===== config.mk =====
export PLATFORM = sky130hd
export DESIGN_NAME = uart_rx_flat
export DESIGN_NICKNAME = d
export VERILOG_FILES = /design/src/rtl/uart_rx_if.sv /design/src/rtl/uart_rx.sv /design/src/flat_wrapper.sv
export SDC_FILE = /design/constraint.sdc
export NUM_CORES = 1
export LEC_CHECK = 0
export CAP_MARGIN = 20
export CORE_ASPECT_RATIO = 1.4
export CORE_MARGIN = 10
export CORE_UTILIZATION = 50
export CTS_BUF_LIST = sky130_fd_sc_hd__clkbuf_8 sky130_fd_sc_hd__clkbuf_16
export DETAILED_ROUTE_END_ITERATION = 8
export PLACE_DENSITY_LB_ADDON = 0.3
export SLEW_MARGIN = 20
export SYNTH_ARGS = -nofsm -noshare
export SYNTH_HDL_FRONTEND = slang
export SYNTH_SLANG_ARGS = --single-unit

===== constraint.sdc =====
create_clock -name rxclk -period 1.8 [get_ports rxclk]
set_input_delay 0.18 -clock rxclk [delete_from_list [all_inputs] [get_ports rxclk]]
set_output_delay 0.18 -clock rxclk [all_outputs]
set_load 0.005 [all_outputs]

===== src/rtl/uart_rx_if.sv =====
// Byte-side bus of the UART receiver: received byte, status flags and unload strobe.
// The receiver drives it through master; the consumer uses slave.
interface uart_rx_if;
    logic [7:0] rxdata;
    logic       rxempty;
    logic       rxframeerr;
    logic       rxoverrun;
    logic       uldrxdata;

    modport master (
        output rxdata,
        output rxempty,
        output rxframeerr,
        output rxoverrun,
        input  uldrxdata
    );

    modport slave (
        input  rxdata,
        input  rxempty,
        input  rxframeerr,
        input  rxoverrun,
        output uldrxdata
    );
endinterface


===== src/rtl/uart_rx.sv =====
// 8N1 serial receiver: oversampled, re-timed line, start/stop checks,
// one-deep holding register with empty, framing-error and overrun flags.
module uart_rx #(
    parameter int OVERSAMPLE = 16
) (
    input  logic     rxclk,
    input  logic     reset,
    input  logic     rxin,
    input  logic     rxenable,
    uart_rx_if.master bus
);
    localparam int SW = $clog2(OVERSAMPLE);
    localparam logic [SW-1:0] HALF = SW'(OVERSAMPLE / 2 - 1);
    localparam logic [SW-1:0] LAST = SW'(OVERSAMPLE - 1);

    typedef enum logic [2:0] {
        IDLE,
        START,
        DATA,
        STOP,
        WAITHI
    } state_t;

    state_t        state;
    logic [SW-1:0] samplecnt;
    logic [2:0]    bitcnt;
    logic [7:0]    shreg;
    logic          rxmeta;
    logic          rxsync;
    logic [7:0]    rxdata;
    logic          rxempty;
    logic          rxframeerr;
    logic          rxoverrun;

    assign bus.rxdata     = rxdata;
    assign bus.rxempty    = rxempty;
    assign bus.rxframeerr = rxframeerr;
    assign bus.rxoverrun  = rxoverrun;

    // Line idles high, so the synchronizer resets to 1 to avoid a false start.
    always_ff @(posedge rxclk or posedge reset) begin
        if (reset) begin
            rxmeta <= 1'b1;
            rxsync <= 1'b1;
        end else begin
            rxmeta <= rxin;
            rxsync <= rxmeta;
        end
    end

    always_ff @(posedge rxclk or posedge reset) begin
        if (reset) begin
            state      <= IDLE;
            samplecnt  <= '0;
            bitcnt     <= '0;
            shreg      <= '0;
            rxdata     <= '0;
            rxempty    <= 1'b1;
            rxframeerr <= 1'b0;
            rxoverrun  <= 1'b0;
        end else begin
            if (bus.uldrxdata) begin
                rxempty    <= 1'b1;
                rxframeerr <= 1'b0;
                rxoverrun  <= 1'b0;
            end
            if (!rxenable) begin
                state     <= IDLE;
                samplecnt <= '0;
                bitcnt    <= '0;
            end else begin
                unique case (state)
                    IDLE: begin
                        samplecnt <= '0;
                        if (!rxsync) state <= START;
                    end
                    START: begin
                        samplecnt <= samplecnt + 1'b1;
                        if (samplecnt == HALF) begin
                            samplecnt <= '0;
                            bitcnt    <= '0;
                            state     <= rxsync ? IDLE : DATA;
                        end
                    end
                    DATA: begin
                        samplecnt <= samplecnt + 1'b1;
                        if (samplecnt == LAST) begin
                            shreg[bitcnt] <= rxsync;
                            bitcnt        <= bitcnt + 1'b1;
                            if (bitcnt == 3'd7) state <= STOP;
                        end
                    end
                    STOP: begin
                        samplecnt <= samplecnt + 1'b1;
                        if (samplecnt == LAST) begin
                            if (rxsync) begin
                                // New byte wins over a same-cycle unload.
                                rxdata  <= shreg;
                                rxempty <= 1'b0;
                                if (!rxempty && !bus.uldrxdata) rxoverrun <= 1'b1;
                                state <= IDLE;
                            end else begin
                                rxframeerr <= 1'b1;
                                state      <= WAITHI;
                            end
                        end
                    end
                    WAITHI: begin
                        samplecnt <= '0;
                        if (rxsync) state <= IDLE;
                    end
                    default: state <= IDLE;
                endcase
            end
        end
    end
endmodule


===== src/flat_wrapper.sv =====
// flat-port wrapper written by rule: the top's interface ports become plain ports
module uart_rx_flat 
#(
    parameter int OVERSAMPLE = 16
)
  (rxclk, reset, rxin, rxenable, bus_rxdata, bus_rxempty, bus_rxframeerr, bus_rxoverrun, bus_uldrxdata);
  uart_rx_if bus_i ();
  input  logic rxclk;
  input  logic reset;
  input  logic rxin;
  input  logic rxenable;
  output wire logic [$bits(bus_i.rxdata)-1:0] bus_rxdata;
  output wire logic [$bits(bus_i.rxempty)-1:0] bus_rxempty;
  output wire logic [$bits(bus_i.rxframeerr)-1:0] bus_rxframeerr;
  output wire logic [$bits(bus_i.rxoverrun)-1:0] bus_rxoverrun;
  input wire logic [$bits(bus_i.uldrxdata)-1:0] bus_uldrxdata;
  assign bus_rxdata = bus_i.rxdata;
  assign bus_rxempty = bus_i.rxempty;
  assign bus_rxframeerr = bus_i.rxframeerr;
  assign bus_rxoverrun = bus_i.rxoverrun;
  assign bus_i.uldrxdata = bus_uldrxdata;
  uart_rx #(.OVERSAMPLE(OVERSAMPLE)) u_core (.rxclk(rxclk), .reset(reset), .rxin(rxin), .rxenable(rxenable), .bus(bus_i));
endmodule

After elaboration in Yosys (flattened, before gate mapping)

Index checks and enable logic that the tools add are counted.

Logic and storage cells: 76
Input bits: 5
Output and inout port bits: 11
Register bits: 31

Equality and inequality tests: 15
Order comparisons: 2
$add $sub $neg: 2
Reduce and logical (&&, ||, !) cells: 11
Multiplexer cells: 36

Operators with widths:

| kind                                                               | number |
|---|---|
| two-way mux 3 bit                                                  | 11 |
| two-way mux 1 bit                                                  | 17 |
| inequality test 3 x 2 -> 1 bit (second input constant)             | 5 |
| case mux 3 bit (5 select lines)                                    | 1 |
| case mux 4 bit (3 select lines)                                    | 1 |
| bitwise mux 8 bit                                                  | 1 |
| two-way mux 4 bit                                                  | 2 |
| equality test 3 x 2 -> 1 bit (second input constant)               | 2 |
| equality test 3 bit (second input constant)                        | 2 |
| case mux 3 bit (2 select lines)                                    | 1 |
| AND reduction 3 bit                                                | 2 |
| AND reduction 6 bit                                                | 1 |
| adder 4 x 1 -> 4 bit (second input constant)                       | 1 |
| equality test 4 x 3 -> 1 bit (second input constant)               | 1 |
| equality test 4 bit (second input constant)                        | 1 |
| < comparator 3 x 4 -> 1 bit (second input constant)                | 1 |
| inequality test 4 x 3 -> 1 bit (second input constant)             | 1 |
| AND reduction 4 bit                                                | 1 |
| OR reduction 2 bit                                                 | 2 |
| adder 3 x 1 -> 3 bit (second input constant)                       | 1 |
| demux 1 bit (select 3 bit)                                         | 1 |
| equality test 3 x 1 -> 1 bit (second input constant)               | 1 |
| greater-or-equal comparator 3 x 1 -> 1 bit (second input constant) | 1 |
| zero test 3 bit                                                    | 1 |
| other kinds (5)                                                    | 7 |

Depth between registers and ports, before layout

Depth after elaboration: 7
Gate-level depth with buffers: 5
Mapped depth without buffers: 5

Worst setup path after synthesis

Ideal clock, no wire load.

Path kind: reg2reg
Start: register u_core.samplecnt[0]
End: register u_core.rxdata[0] (netlist: u_core.bus.rxdata[0])
Arrival time: 1462 ps
Cell stages (with the launch flop): 6
Slack: 213 ps
Path buffers: 1
Clock period less this slack: 1587 ps
Library setup time: 125 ps
Data required time: 1675 ps
Path through: dfrtp_1 -> ha_1 -> buf_2 -> and4_1 -> nand4_4 -> mux2_2

Longest elaborated chain between the ends: 2

RTL lines:

| item                                 | line          | RTL |
|---|---|---|
| start: declaration                   | uart_rx.sv:25 | `logic [SW-1:0] samplecnt;` |
| start signal: assignment             | uart_rx.sv:78 | `samplecnt <= samplecnt + 1'b1;` |
| start signal: assignment             | uart_rx.sv:86 | `samplecnt <= samplecnt + 1'b1;` |
| start signal: assignment             | uart_rx.sv:94 | `samplecnt <= samplecnt + 1'b1;` |
| equality test 4 bit                  | uart_rx.sv:95 | `if (samplecnt == LAST) begin` |
| AND reduction 4 bit (no source line) | -             |  |
| end signal: assignment               | uart_rx.sv:98 | `rxdata <= shreg;` |
| end: declaration                     | uart_rx.sv:30 | `logic [7:0] rxdata;` |

Every way passes these cells.
A chain may end at the register's enable or synchronous reset.

Worst setup path in the final report

Ends and elaborated chain as after synthesis.

==> metrics.yaml <==
critPathKind: "reg -> reg"
finClkSkew_ns: 0.00586
yosysWarnings: 0
ios: 16
post-route-drc-count: 0
crit_path_end_kind: "flip-flop"
die_area_um2: 5630
postCtsHoldBufs: 0
cts.sinks: 31
reg2reg_slack_ns: 0.15
syn_to_final_growth_pct: 19.9
pwr_density_cell_nw_per_um2: 729
setup_violations: 0
critPathArrivalTime_ns: 1.81
ys_seq_area_share_pct: 51.8
slew_viol_final: 0
finalNetCount: 159
cts.repair.resized: 0
syn_area_um2: 1500
rows: 23
worst_ep_required_time_ns: 1.96
vias: 1072
cts_buffer_depth: 2
grt_pass1_vias: 1100
path_clk_slew_ns: 0.06
nFillCells: 238
status: "completed"
cp_max_fo: 9
synthArstFlopShare_pct: 100
portBuffers: 15
die_h_um: 84.9
finalCriticalPeriod_ns: 1.65
rsz0062_at_grt: "false"
cts-root-buf: "clkbuf_8"
hold_viol: 0
grt_max_degree: 32
crit_chain: "ha_1 -> and4_1 -> nand4_4 -> mux2_2"
h-tree-depth: 2
drv_cap: 0
peakVddDrop_mv: 0.586
postRouteAntennaNets: 0
wl_mm: 2.96
antenna_cells: 0
antenna_found_initial: 0
start_util_pct: 52.3
wl_per_cell_um: 15.7
cp_top_family: "simple AND/OR/NAND/NOR gates"
hold_path_class: "in -> async"
final_cell_count_no_fill: 189
gp_congestion: 0.894
syn_nets: 138
cts_tree: "built"
numCtsBuffers: 5
synth_flop_cell: "dfrtp_1"
drive_above_1_share_pct: 25.7
placedCellCount: 181
leakagePower_nw: 0.785
max_clock_freq_mhz: 607
syn_inst: 130
grt_pass1_wl_mm: 5.14
period_share_pct: 91.5
maxSlewHeadroom_pct: 71.8
fp.dieW_um: 66.4
synth.distinct_cells: 41
vias_per_cell: 5.67
syn_avg_cell_area_um2: 11.6
core_um2: 2880
ys_ff_latch: 31
final_core_util_pct: 62.7
slowest_stage: "dfrtp_1"
slowest_delay_ns: 0.39
clk_latency_ns: 0.28
place_hpwl_mm: 2.15
fin_setup_tns_ns: 0
firstDrtPassIters: 4
worst_slew_pin_slew_ns: 0.418
drt_iter0_markers: 19
synth_edf_count: 0
grt_remaining_overflow: 0
worst_setup_path_start_kind: "flip-flop"
grt_use_total_pct: 11.6
postCtsSetupBuffers: 0
critPathBufInv: 0
through the flow:
step / hold slack (ns) / power (mW) / area (µm²) / worst slack, ns
3_3_place_gp: 0.349 / 0.780 / 1710 / 0.107
6_report: 0.281 / 1.31 / 1800 / 0.153
2_1_floorplan: 0.184 / 0.757 / 1500 / 0.213
3_5_place_dp: 0.350 / 0.782 / 1710 / 0.0745
4_1_cts: 0.294 / 1.33 / 1800 / 0.145
5_1_grt: 0.315 / 1.37 / 1800 / 0.0928
area by class of cell:
| type | count | area [µm²] | area share [%] |
|---|---|---|---|
| clock buffers | 6 | 82.6 | 4.58 |
| multi-input cells | 86 | 661 | 36.6 |
| flip-flops and latches | 31 | 779 | 43.2 |
| repair buffers | 23 | 210 | 11.7 |
| well taps | 37 | 46.3 | 2.57 |
| inverters | 4 | 15.0 | 0.833 |
| clock inverters | 2 | 8.76 | 0.486 |
power by group:
group / leakage (nW) / total (mW) / switching (mW) / internal [mW]
combinational: 0.312 / 0.0565 / 0.0316 / 0.0249
sequential: 0.421 / 0.712 / 0.00770 / 0.705
clock: 0.0524 / 0.545 / 0.243 / 0.302
total: 0.785 / 1.31 / 0.282 / 1.03
Yosys cell counts (3+ instances only):
master	count	area, µm²
dfrtp_1	28	701
nand4_1	3	18.8
buf_2	5	25.0
nand2_1	13	48.8
nand2b_1	3	18.8
mux2_2	16	180
inv_1	4	15.0
nor3_1	7	35.0
a21oi_1	5	25.0
ha_1	3	37.5
dfstp_2	3	78.8
placed cells by master, fill, tap and decap left out, drive strengths merged:
cell / instances
or3: 2
nor2b: 2
and4bb: 1
o22ai: 1
xnor2: 1
dfstp: 3
nor3: 7
nand3b: 2
mux2i: 2
a211o: 1
ha: 3
nand3: 2
buf: 8
nand2: 13
o32ai: 1
a41oi: 1
and4: 1
nand4b: 1
clkbuf: 6
nand2b: 3
o211ai: 2
or3b: 1
clkinv: 1
nor2: 2
a211oi: 2
nand4: 4
o31ai: 1
and4b: 1
inv: 5
nor4: 2
dfrtp: 28
a21oi: 5
o21ai: 2
o21a: 1
nand4bb: 1
or2: 1
mux2: 16
clkdlybuf4s50: 15
o21bai: 1
layer usage:
layer | track usage, % | wire (µm) | vias up
li1 | - | - | 509
met4 | 5.35 | 33 | 0
met3 | 5.13 | 166 | 4
met1 | 12.5 | 1170 | 538
met5 | 0 | 0 | -
met2 | 18.8 | 1600 | 21
worst register-to-register path, delay by kind of cell, from the launching register on:
| kind | cells | cell delay [ns] |
|---|---|---|
| DFF | 1 | 0.39 |
| muxes | 1 | 0.34 |
| adders and majority gates | 1 | 0.22 |
| and+or+nand+nor | 2 | 0.58 |
final timing paths:
check                                     from                   end  cells past startpoint
setup / recovery           u_core.samplecnt[0]  u_core.bus.rxdata[0]                      4
hold / removal                           reset  u_core.bus.rxdata[4]                      3
setup reg to reg           u_core.samplecnt[0]  u_core.bus.rxdata[0]                      4
min in group rxclk                        rxin         u_core.rxmeta                      1
max in group asynchronous                reset         u_core.rxsync                      3
hold reg to reg                  u_core.rxmeta         u_core.rxsync                      0
sequential cells by signal (all words and copies together) (netlist names), 3 cells and up:
name,count
u_core.bus.rxdata,8
u_core.shreg,8
u_core.samplecnt,4
u_core.bitcnt,3
u_core.state,3
cell families (layout without fill, tap and decap cells):
logic type / count (synthesis) / count (layout) / synth area share [%]
flops: 31 / 31 / 51.8
compound gates: 18 / 18 / 8.82
mux: 18 / 18 / 13.3
simple gates: 46 / 46 / 18.7
xor+xnor: 1 / 1 / 0.582
fa+ha+maj: 3 / 3 / 2.50
buf+inv: 13 / 35 / 4.24
No activity file was read; power rests on OpenSTA's default activity.
